--- config.mk ---
export PLATFORM = sky130hd
export DESIGN_NAME = hunt_game_ctrl_flat
export DESIGN_NICKNAME = d
export VERILOG_FILES = /design/src/rtl/hunt_pkg.sv /design/src/rtl/hunt_game_ctrl_if.sv /design/src/rtl/sync_edge.sv /design/src/rtl/hunt_game_ctrl.sv /design/src/flat_wrapper.sv
export SDC_FILE = /design/constraint.sdc
export NUM_CORES = 1
export LEC_CHECK = 0
export CAP_MARGIN = 20
export CORE_ASPECT_RATIO = 0.7
export CORE_MARGIN = 10
export CORE_UTILIZATION = 45
export CTS_BUF_LIST = sky130_fd_sc_hd__clkbuf_4
export DETAILED_ROUTE_END_ITERATION = 8
export PLACE_DENSITY = 0.61
export SLEW_MARGIN = 5
export SYNTH_ARGS = -nofsm -noshare
export SYNTH_HDL_FRONTEND = slang
export SYNTH_SLANG_ARGS = --single-unit
--- constraint.sdc ---
create_clock -name Clk -period 30.2 [get_ports Clk]
set_clock_uncertainty 0.05 [all_clocks]
set_input_delay 4.53 -clock Clk [delete_from_list [all_inputs] [get_ports Clk]]
set_output_delay 4.53 -clock Clk [all_outputs]
set_load 0.01 [all_outputs]
--- src/rtl/hunt_pkg.sv ---
// Shared types and constants for the hunt game controller and the duck block.
package hunt_pkg;

  // Game state bus encoding; the duck block decodes these exact codes.
  typedef enum logic [2:0] {
    TITLE     = 3'b000,
    LAUNCH    = 3'b001,
    FLY       = 3'b010,
    ESCAPE    = 3'b011,
    SHOT      = 3'b100,
    ROUND_END = 3'b101,
    GAME_OVER = 3'b110
  } game_state_t;

  localparam int DUCKS_PER_ROUND_DEF = 10;
  localparam int PASS_HITS_DEF       = 6;
  localparam int SHOTS_PER_DUCK_DEF  = 3;
  localparam int HIT_RADIUS_DEF      = 32;
  localparam int POINTS_DEF          = 500;
  localparam int LAUNCH_FRAMES_DEF   = 60;
  localparam int ESCAPE_FRAMES_DEF   = 90;
  localparam int ROUNDEND_FRAMES_DEF = 120;

  // Wide enough for the longest frame wait.
  localparam int FRAME_CNT_W = 8;

  // Circular hit test on signed 11-bit deltas; a point exactly on the circle hits.
  function automatic logic hit_test(input logic [9:0]  ax,
                                    input logic [9:0]  ay,
                                    input logic [9:0]  tx,
                                    input logic [9:0]  ty,
                                    input logic [22:0] r_sq);
    logic signed [10:0] dx;
    logic signed [10:0] dy;
    logic signed [21:0] ex;
    logic signed [21:0] ey;
    logic [22:0]        dist_sq;
    dx      = $signed({1'b0, ax}) - $signed({1'b0, tx});
    dy      = $signed({1'b0, ay}) - $signed({1'b0, ty});
    ex      = 22'(dx);
    ey      = 22'(dy);
    dist_sq = 23'($unsigned(ex * ex)) + 23'($unsigned(ey * ey));
    return (dist_sq <= r_sq);
  endfunction

endpackage

--- src/rtl/hunt_game_ctrl_if.sv ---
// Bus between the game controller (master) and the duck sprite block (slave).
interface hunt_game_ctrl_if;
  import hunt_pkg::*;

  game_state_t state;
  logic        new_round;
  logic [9:0]  duck_x;
  logic [9:0]  duck_y;
  logic        flew_away;
  logic        duck_ded_done;

  modport master (
    output state, new_round,
    input  duck_x, duck_y, flew_away, duck_ded_done
  );

  modport slave (
    input  state, new_round,
    output duck_x, duck_y, flew_away, duck_ded_done
  );
endinterface

--- src/rtl/sync_edge.sv ---
// Two-flop synchroniser for an asynchronous level followed by a registered
// rising-edge detector; the pulse appears 3 Clk after the pin rises.
module sync_edge (
  input  logic Clk,
  input  logic Reset,
  input  logic async_in,
  output logic pulse
);

  logic meta_q, meta_d;
  logic sync_q, sync_d;
  logic prev_q, prev_d;
  logic pulse_q, pulse_d;

  // Next-state: shift the level through the chain and detect 0->1.
  // NOTE: combinational blocks use blocking '=' so later lines see earlier results.
  always_comb begin
    meta_d  = async_in;
    sync_d  = meta_q;
    prev_d  = sync_q;
    pulse_d = sync_q & ~prev_q;
  end

  // Chain registers with synchronous active-high reset.
  // NOTE: sequential blocks use non-blocking '<=' so every flop samples pre-edge values.
  always_ff @(posedge Clk) begin
    if (Reset) begin
      meta_q  <= 1'b0;
      sync_q  <= 1'b0;
      prev_q  <= 1'b0;
      pulse_q <= 1'b0;
    end else begin
      meta_q  <= meta_d;
      sync_q  <= sync_d;
      prev_q  <= prev_d;
      pulse_q <= pulse_d;
    end
  end

  assign pulse = pulse_q;

endmodule

--- src/rtl/hunt_game_ctrl.sv ---
// Game-flow controller: sequences ducks, rounds, shots and score, and drives
// the duck block's state bus and new_round pulse.
module hunt_game_ctrl
  import hunt_pkg::*;
#(
  parameter int DUCKS_PER_ROUND = DUCKS_PER_ROUND_DEF,
  parameter int PASS_HITS       = PASS_HITS_DEF,
  parameter int SHOTS_PER_DUCK  = SHOTS_PER_DUCK_DEF,
  parameter int HIT_RADIUS      = HIT_RADIUS_DEF,
  parameter int POINTS          = POINTS_DEF,
  parameter int LAUNCH_FRAMES   = LAUNCH_FRAMES_DEF,
  parameter int ESCAPE_FRAMES   = ESCAPE_FRAMES_DEF,
  parameter int ROUNDEND_FRAMES = ROUNDEND_FRAMES_DEF
) (
  input  logic                    Clk,
  input  logic                    Reset,
  input  logic                    frame_clk,
  input  logic                    start,
  input  logic                    trigger,
  input  logic [9:0]              aim_x,
  input  logic [9:0]              aim_y,
  hunt_game_ctrl_if.master        duck_bus,
  output logic [1:0]              shots_left,
  output logic [3:0]              duck_index,
  output logic [3:0]              ducks_hit,
  output logic [7:0]              round_num,
  output logic [15:0]             score
);

  logic start_p, fire_p, frame_p;
  logic hit;

  game_state_t            state_q, state_d;
  logic                   new_round_q, new_round_d;
  logic [1:0]             shots_q, shots_d;
  logic [3:0]             duck_index_q, duck_index_d;
  logic [3:0]             ducks_hit_q, ducks_hit_d;
  logic [7:0]             round_q, round_d;
  logic [15:0]            score_q, score_d;
  logic [FRAME_CNT_W-1:0] frame_cnt_q, frame_cnt_d;

  logic                   do_advance;
  logic [16:0]            score_sum;
  logic [7:0]             round_inc;

  sync_edge u_sync_start (.Clk(Clk), .Reset(Reset), .async_in(start),     .pulse(start_p));
  sync_edge u_sync_fire  (.Clk(Clk), .Reset(Reset), .async_in(trigger),   .pulse(fire_p));
  sync_edge u_sync_frame (.Clk(Clk), .Reset(Reset), .async_in(frame_clk), .pulse(frame_p));

  assign hit = hit_test(aim_x, aim_y, duck_bus.duck_x, duck_bus.duck_y,
                        23'(HIT_RADIUS * HIT_RADIUS));

  assign score_sum = {1'b0, score_q} + 17'(POINTS);
  assign round_inc = (round_q == 8'hFF) ? 8'hFF : round_q + 8'd1;

  // Next-state and datapath updates for the game FSM.
  // NOTE: every variable gets a default up front so no path leaves it unassigned (no latches).
  always_comb begin
    state_d      = state_q;
    new_round_d  = 1'b0;
    shots_d      = shots_q;
    duck_index_d = duck_index_q;
    ducks_hit_d  = ducks_hit_q;
    round_d      = round_q;
    score_d      = score_q;
    do_advance   = 1'b0;

    case (state_q)
      TITLE, GAME_OVER: begin
        if (start_p) begin
          score_d      = 16'd0;
          ducks_hit_d  = 4'd0;
          duck_index_d = 4'd0;
          round_d      = 8'd1;
          new_round_d  = 1'b1;
          state_d      = LAUNCH;
        end
      end

      LAUNCH: begin
        shots_d = 2'(SHOTS_PER_DUCK);
        if (frame_p && frame_cnt_q == FRAME_CNT_W'(LAUNCH_FRAMES - 1)) begin
          state_d = FLY;
        end
      end

      FLY: begin
        if (fire_p && shots_q != 2'd0) begin
          shots_d = shots_q - 2'd1;
          if (hit) begin
            state_d = SHOT;
          end
        end
        // A hit in the same cycle as the escape takes priority.
        if (duck_bus.flew_away && state_d != SHOT) begin
          state_d = ESCAPE;
        end
      end

      SHOT: begin
        if (duck_bus.duck_ded_done) begin
          score_d     = score_sum[16] ? 16'hFFFF : score_sum[15:0];
          ducks_hit_d = ducks_hit_q + 4'd1;
          do_advance  = 1'b1;
        end
      end

      ESCAPE: begin
        if (frame_p && frame_cnt_q == FRAME_CNT_W'(ESCAPE_FRAMES - 1)) begin
          do_advance = 1'b1;
        end
      end

      ROUND_END: begin
        if (frame_p && frame_cnt_q == FRAME_CNT_W'(ROUNDEND_FRAMES - 1)) begin
          if (ducks_hit_q >= 4'(PASS_HITS)) begin
            round_d      = round_inc;
            duck_index_d = 4'd0;
            ducks_hit_d  = 4'd0;
            new_round_d  = 1'b1;
            state_d      = LAUNCH;
          end else begin
            state_d = GAME_OVER;
          end
        end
      end

      default: state_d = TITLE;
    endcase

    // Move on to the next duck, or close the round after the last one.
    if (do_advance) begin
      if (duck_index_q == 4'(DUCKS_PER_ROUND - 1)) begin
        state_d = ROUND_END;
      end else begin
        duck_index_d = duck_index_q + 4'd1;
        state_d      = LAUNCH;
      end
    end
  end

  // Frame counter: counts frame pulses within a state, restarts on any state change.
  always_comb begin
    frame_cnt_d = frame_cnt_q;
    if (state_d != state_q) begin
      frame_cnt_d = '0;
    end else if (frame_p) begin
      frame_cnt_d = frame_cnt_q + 1'b1;
    end
  end

  // Game registers; reset overrides any event in the same cycle.
  // NOTE: only control/datapath flops exist here, so all of them take the reset value.
  always_ff @(posedge Clk) begin
    if (Reset) begin
      state_q      <= TITLE;
      new_round_q  <= 1'b0;
      shots_q      <= 2'd0;
      duck_index_q <= 4'd0;
      ducks_hit_q  <= 4'd0;
      round_q      <= 8'd1;
      score_q      <= 16'd0;
      frame_cnt_q  <= '0;
    end else begin
      state_q      <= state_d;
      new_round_q  <= new_round_d;
      shots_q      <= shots_d;
      duck_index_q <= duck_index_d;
      ducks_hit_q  <= ducks_hit_d;
      round_q      <= round_d;
      score_q      <= score_d;
      frame_cnt_q  <= frame_cnt_d;
    end
  end

  assign duck_bus.state     = state_q;
  assign duck_bus.new_round = new_round_q;
  assign shots_left         = shots_q;
  assign duck_index         = duck_index_q;
  assign ducks_hit          = ducks_hit_q;
  assign round_num          = round_q;
  assign score              = score_q;

endmodule

--- src/flat_wrapper.sv ---
// flat-port wrapper written by rule: the top's interface ports become plain ports
module hunt_game_ctrl_flat import hunt_pkg::*;
#(
  parameter int DUCKS_PER_ROUND = DUCKS_PER_ROUND_DEF,
  parameter int PASS_HITS       = PASS_HITS_DEF,
  parameter int SHOTS_PER_DUCK  = SHOTS_PER_DUCK_DEF,
  parameter int HIT_RADIUS      = HIT_RADIUS_DEF,
  parameter int POINTS          = POINTS_DEF,
  parameter int LAUNCH_FRAMES   = LAUNCH_FRAMES_DEF,
  parameter int ESCAPE_FRAMES   = ESCAPE_FRAMES_DEF,
  parameter int ROUNDEND_FRAMES = ROUNDEND_FRAMES_DEF
)
  (Clk, Reset, frame_clk, start, trigger, aim_x, aim_y, shots_left, duck_index, ducks_hit, round_num, score, duck_bus_state, duck_bus_new_round, duck_bus_duck_x, duck_bus_duck_y, duck_bus_flew_away, duck_bus_duck_ded_done);
  hunt_game_ctrl_if duck_bus_i ();
  input  logic Clk;
  input  logic Reset;
  input  logic frame_clk;
  input  logic start;
  input  logic trigger;
  input  logic [9:0] aim_x;
  input  logic [9:0] aim_y;
  output logic [1:0] shots_left;
  output logic [3:0] duck_index;
  output logic [3:0] ducks_hit;
  output logic [7:0] round_num;
  output logic [15:0] score;
  output wire logic [$bits(duck_bus_i.state)-1:0] duck_bus_state;
  output wire logic [$bits(duck_bus_i.new_round)-1:0] duck_bus_new_round;
  input wire logic [$bits(duck_bus_i.duck_x)-1:0] duck_bus_duck_x;
  input wire logic [$bits(duck_bus_i.duck_y)-1:0] duck_bus_duck_y;
  input wire logic [$bits(duck_bus_i.flew_away)-1:0] duck_bus_flew_away;
  input wire logic [$bits(duck_bus_i.duck_ded_done)-1:0] duck_bus_duck_ded_done;
  assign duck_bus_state = duck_bus_i.state;
  assign duck_bus_new_round = duck_bus_i.new_round;
  assign duck_bus_i.duck_x = duck_bus_duck_x;
  assign duck_bus_i.duck_y = duck_bus_duck_y;
  assign duck_bus_i.flew_away = duck_bus_flew_away;
  assign duck_bus_i.duck_ded_done = duck_bus_duck_ded_done;
  hunt_game_ctrl #(.DUCKS_PER_ROUND(DUCKS_PER_ROUND), .PASS_HITS(PASS_HITS), .SHOTS_PER_DUCK(SHOTS_PER_DUCK), .HIT_RADIUS(HIT_RADIUS), .POINTS(POINTS), .LAUNCH_FRAMES(LAUNCH_FRAMES), .ESCAPE_FRAMES(ESCAPE_FRAMES), .ROUNDEND_FRAMES(ROUNDEND_FRAMES)) u_core (.Clk(Clk), .Reset(Reset), .frame_clk(frame_clk), .start(start), .trigger(trigger), .aim_x(aim_x), .aim_y(aim_y), .duck_bus(duck_bus_i), .shots_left(shots_left), .duck_index(duck_index), .ducks_hit(ducks_hit), .round_num(round_num), .score(score));
endmodule
==> results of run 1 <==
layout by cell type (no fill, tap or decap), types with 5 or more instances in the layout:
master and n:
a211oi_1 8, a21boi_0 8, a21o_1 12, a21oi_1 75
a311oi_1 6, a31oi_1 10, and2_1 5, and3_1 12
and4bb_1 7, buf_4 5, clkbuf_4 9, clkdlybuf4s50_1 84
clkinv_1 7, dfxtp_1 57, fa_1 221, ha_1 127
inv_1 357, mux2i_1 5, nand2_1 102, nand2b_1 29
nand3_1 31, nand4_1 11, nor2_1 170, nor2b_1 23
nor3_1 24, o211ai_1 6, o21a_1 9, o21ai_0 51
o22ai_1 5, or2_2 21, or3_1 6, xnor2_1 50
xor2_1 20
per-layer routing:
| metal | share of wire (%) | GRT usage (%) |
|---|---|---|
| met1 | 50 | 23.7 |
| met5 | 0 | 0 |
| met4 | 0.53 | 2.05 |
| met2 | 44 | 25.0 |
| met3 | 5.2 | 2.01 |
logic make-up (layout without fill, tap and decap cells):
family / after synthesis / after routing / share of synthesized area, %
buf+inv: 401 / 468 / 11.5
mux: 6 / 6 / 0.459
flops: 57 / 57 / 8.54
simple gates: 471 / 471 / 17.5
compound gates: 241 / 241 / 12.1
xor+xnor: 72 / 72 / 4.83
fa+ha+maj: 348 / 348 / 45.0
area by class of cell:
cell class	instances	area, µm²	area share [%]
Clock buffer	9	67.6	0.462
Clock inverter	6	26.3	0.180
Inverter	364	1370	9.33
Multi-Input combinational cell	1138	10700	73.0
Sequential cell	57	1140	7.80
Tap cell	378	473	3.23
Timing Repair Buffer	89	878	6.00
per-stage QoR:
stage	hold WS [ps]	std cells	area, µm²
2_1_floorplan	317	1596	13400
3_3_place_gp	324	2025	14500
3_5_place_dp	330	2025	14500
4_1_cts	347	2040	14600
5_1_grt	363	2041	14600
6_report	340	2041	14600
path summary, 6_finish.rpt:
check / start / endpoint / slack [ps]
max: aim_y[0] / u_core.frame_cnt_q[5] / 15640
min reg2reg: u_core.u_sync_frame.prev_q / u_core.u_sync_frame.pulse / 340
min: u_core.u_sync_frame.prev_q / u_core.u_sync_frame.pulse / 340
max reg2reg: u_core.shots_left[0] / u_core.frame_cnt_q[5] / 26920
state kept, by name, indices dropped and copies added (netlist names), 2 cells and up:
register               flops
u_core.score              15
u_core.duck_bus.state      3
u_core.frame_cnt_q         8
u_core.shots_left          2
u_core.duck_index          4
u_core.ducks_hit           4
u_core.round_num           8
critical path: cells and delay by family:
family	cells	cell delay, ps
simple gates	8	1850
fa+ha+maj	9	3880
xor+xnor	1	150
buf+inv	8	1090
compound gates	14	3300
==> metrics, run 1 <==
CTS buffer count=9; YS warnings=0; worst-margin pin slew=853 ps; crit-path max FO=16; die area=0.0371 mm²; Routability Congestion=0.854; CTS Sinks=57; CP Data Required Time=30,450 ps; CP dominant cell by count=inv_1; Area Growth Syn to Fin=9.50%; GRT Overall Usage=between 10% and 20%; Seq/Total Area, Yosys=~8.5%; EDFF count, synth=0; post-synthesis sequential element count=57; Setup CP Type=in -> reg; # nets final=2,054; crit path DAT=14,810 ps; Avg Cell Area, Syn=8.38 µm²; # setup viols final=0; Place WS=between 15,000 and 20,000 ps; core area=0.0291 mm²; cell taking the most area after synthesis=fa_1; Synth cell types=83; Final Worst Setup Slack=15,640 ps; Finished Core Util=between 50% and 60%; first drt pass iteration count=7; Post-CTS Resized=0; Chip Width=226 µm; RSZ-0062 raised after global routing=no; htree depth=3; post-DR wirelength/cell=around 14 µm; vias per cell=5.16; Critical Path Slowest Stage Cell=o41ai_1; async set or reset register ratio after synthesis=0%; Post-DRT Antenna Nets=0; vias post-DR=10,526; first-pass GRT wire length=49,900 µm; CTS clock-pin slew for the worst setup and hold paths=90 ps; total congestion overflow=0; I/O pins=85; Post-CTS Setup Bufs=0; CP Capture Type=register; max-cap violations=0; worst skew pair latency=420 ps; FF-to-FF path depth=11; hold depth=1; Synth Instances=1,596; CTS tree=yes; critical path's largest stage delay=690 ps; relative max-transition margin=42.7%; DRC viols=0; fill cell count=2,840; DP HPWL=around 25,000 µm; synth top area cells=fa_1 33%, ha_1 12%, inv_1 10%; Peak Freq=68.7 MHz; Diodes inserted=0; ys flop type=dfxtp_1; initial antenna violation count=0; Tmin final=around 15,000 ps; clock root buffer=clkbuf_4; Tcrit/Tclk final=48.2%; Rows=52; Final TNS setup=0 ps; CTS Hold Bufs=0; Mapped Area=0.0134 mm²; Slew Viols, Final=0; Iter 0 DRT Violations=784; status=completed; final hold viol count=0; starting density of the core=between 40% and 50%; I/O Buffers=84; clock buffer depth=2; die height=164 µm; largest net degree at the start of global routing=37; commonest cells in the synthesized netlist=357 x inv_1, 221 x fa_1, 170 x nor2_1; final WL=28,600 µm; most common cell in the netlist=inv_1; layout cells sized above 1=4.21%; Hold Path Class=reg -> reg; vias in the first global route=10,419; top-area cell type share of the netlist area=33.1%; Net Count, Synth=between 1,500 and 2,000; crit start category=input port
Power of run 1 is not shown: default switching activity piles up to over one toggle a cycle in this logic, so the estimate is an artifact.
==> run 2, diff against run 1 <==
--- a/config.mk
+++ b/config.mk
@@ -11,7 +11,7 @@
 export CORE_UTILIZATION = 45
 export CTS_BUF_LIST = sky130_fd_sc_hd__clkbuf_4
 export DETAILED_ROUTE_END_ITERATION = 8
-export PLACE_DENSITY = 0.61
+export PLACE_DENSITY = 0.64
 export SLEW_MARGIN = 5
 export SYNTH_ARGS = -nofsm -noshare
 export SYNTH_HDL_FRONTEND = slang
==> constraint.sdc (replaced) <==
create_clock -name Clk -period 13.3 [get_ports Clk]
set_clock_uncertainty 0.05 [all_clocks]
set_input_delay 1.995 -clock Clk [delete_from_list [all_inputs] [get_ports Clk]]
set_output_delay 1.995 -clock Clk [all_outputs]
set_load 0.01 [all_outputs]
==> run 2 against run 1 <==
Die area is the same. Non-clock buffer count grew 2. Global-route usage grew 0.17 points. Worst setup slack lost 14000 ps. Worst hold slack gained 2.1 ps. First-iteration DRC count shrank 10%.
==> metrics, run 2 (same netlist as run 1, synthesis figures left out) <==
met3 usage=1.62%; Setup CP Type=in -> reg; Iter 0 DRT Violations=about 700; max-cap violations=0; Routability Congestion=0.850; Peak Freq=83.1 MHz; CP Data Required Time=roughly 14,000 ps; Tmin final=12,030 ps; final WL=between 20,000 and 30,000 µm; max reg flops=15; DP HPWL=around 25,000 µm; CP Capture Type=register; first drt pass iteration count=5; Area Growth Syn to Fin=10.2%; first-pass GRT wire length=50,200 µm; critical path's largest stage delay=690 ps; worst skew pair latency=430 ps; gr busiest metal=met2; GRT Overall Usage=16.2%; post-DR wirelength/cell=14.2 µm; relative max-transition margin=a little over two fifths; initial antenna violation count=0; die height=between 150 and 200 µm; Slew Viols, Final=0; clock root buffer=clkbuf_4; CTS buffer count=9; htree depth=3; vias post-DR=~11,000; RSZ-0062 raised after global routing=no; CTS Sinks=57; Chip Width=226 µm; Tcrit/Tclk final=90.4%; Final TNS setup=0 ps; crit start category=input port; Rows=52; area occupied by multi-input gates=0.0107 mm²; GR Util met2=25.7%; Post-CTS Setup Bufs=0; CTS Hold Bufs=0; # nets final=just over 2,000; Diodes inserted=0; largest net degree at the start of global routing=37; vias in the first global route=10,551; I/O pins=85; clock buffer depth=2; core area=~0.029 mm²; worst-margin pin slew=848 ps; FF/Latch Area=0.00114 mm²; commonest non-fill, non-tap cell in the layout=inv_1; Post-CTS Resized=0; vias per cell=5.15; I/O Buffers=84; total congestion overflow=0; status=completed; crit-path max FO=16; met1 usage=23.4%; layout cells sized above 1=4.50%; Critical Path Slowest Stage Cell=o41ai_1; most used cells in the layout excluding fill and tap cells=357 x inv_1, 221 x fa_1, 170 x nor2_1; CTS tree=yes; die area=roughly 0.037 mm²; # setup viols final=0; Post-DRT Antenna Nets=0; crit path DAT=about 12,000 ps; fill cell count=2,816; CTS clock-pin slew for the worst setup and hold paths=about 100 ps; DRC viols=0; CP dominant cell by count=inv_1; starting density of the core=around 46%; final hold viol count=0; Hold Path Class=reg -> reg
run 2: changes by cell type in the layout (fill, tap and decap cells not counted):
cell	delta
buf_4	+2
clkinv_1	-2
bufinv_16	+3
run 2: worst paths after layout:
check | slack, ps | depth (start not counted) | from | to
worst min register to register | 340 | 1 | u_core.u_sync_fire.prev_q | u_core.u_sync_fire.pulse
worst max register to register | 9930 | 8 | u_core.duck_bus.state[2] | u_core.frame_cnt_q[0]
worst min-delay path | 340 | 1 | u_core.u_sync_fire.prev_q | u_core.u_sync_fire.pulse
worst max-delay path | 1270 | 40 | aim_y[0] | u_core.frame_cnt_q[0]
run 2: worst max-delay path: cells and delay by family:
| kind | cells | cell delay, ps |
|---|---|---|
| AOI/OAI and AO/OA | 14 | 3310 |
| and+or+nand+nor | 8 | 1840 |
| adders and majority gates | 9 | 3830 |
| xor gates and xnor gates | 1 | 160 |
| buffers and inverters | 8 | 1120 |
run 2: metal layers:
metal  share of wire, %  wire length [µm]  vias up
li1                   -                 -     5181
met2                 45             13000      229
met3                5.8              1680       15
met1                 49             14100     5096
met5                  0                 0        -
met4               0.66               191        0
run 2: stage by stage:
stage / hold slack [ps] / std cells / utilization (%) / setup slack, ps / instance area [µm²]
6_report: 342 / 2044 / 50.7 / 1270 / 14700
5_1_grt: 359 / 2044 / 50.7 / 469 / 14700
4_1_cts: 345 / 2044 / 50.7 / 1340 / 14700
3_5_place_dp: 334 / 2028 / 50.1 / 905 / 14600
3_3_place_gp: 326 / 2028 / 50.1 / 1230 / 14600
2_1_floorplan: 317 / 1596 / - / 2570 / 13400
run 2: final cells by class:
| class | instances | share of cell area [%] |
|---|---|---|
| clock buffers | 9 | 0.459 |
| clock inverters | 7 | 0.739 |
| inverters | 364 | 9.27 |
| multi-input cells | 1138 | 72.5 |
| flip-flops and latches | 57 | 7.74 |
| well taps | 378 | 3.21 |
| repair buffers | 91 | 6.06 |
Power of run 2 is left out for the same reason.
==> run 3, diff against run 2 <==
--- a/config.mk
+++ b/config.mk
@@ -5,7 +5,7 @@
 export SDC_FILE = /design/constraint.sdc
 export NUM_CORES = 1
 export LEC_CHECK = 0
-export CAP_MARGIN = 20
+export CAP_MARGIN = 10
 export CORE_ASPECT_RATIO = 0.7
 export CORE_MARGIN = 10
 export CORE_UTILIZATION = 45
==> results of run 3 <==
No change in the layout: final DEF, timing and power equal those of run 2.
Power of run 3 is left out for the same reason.
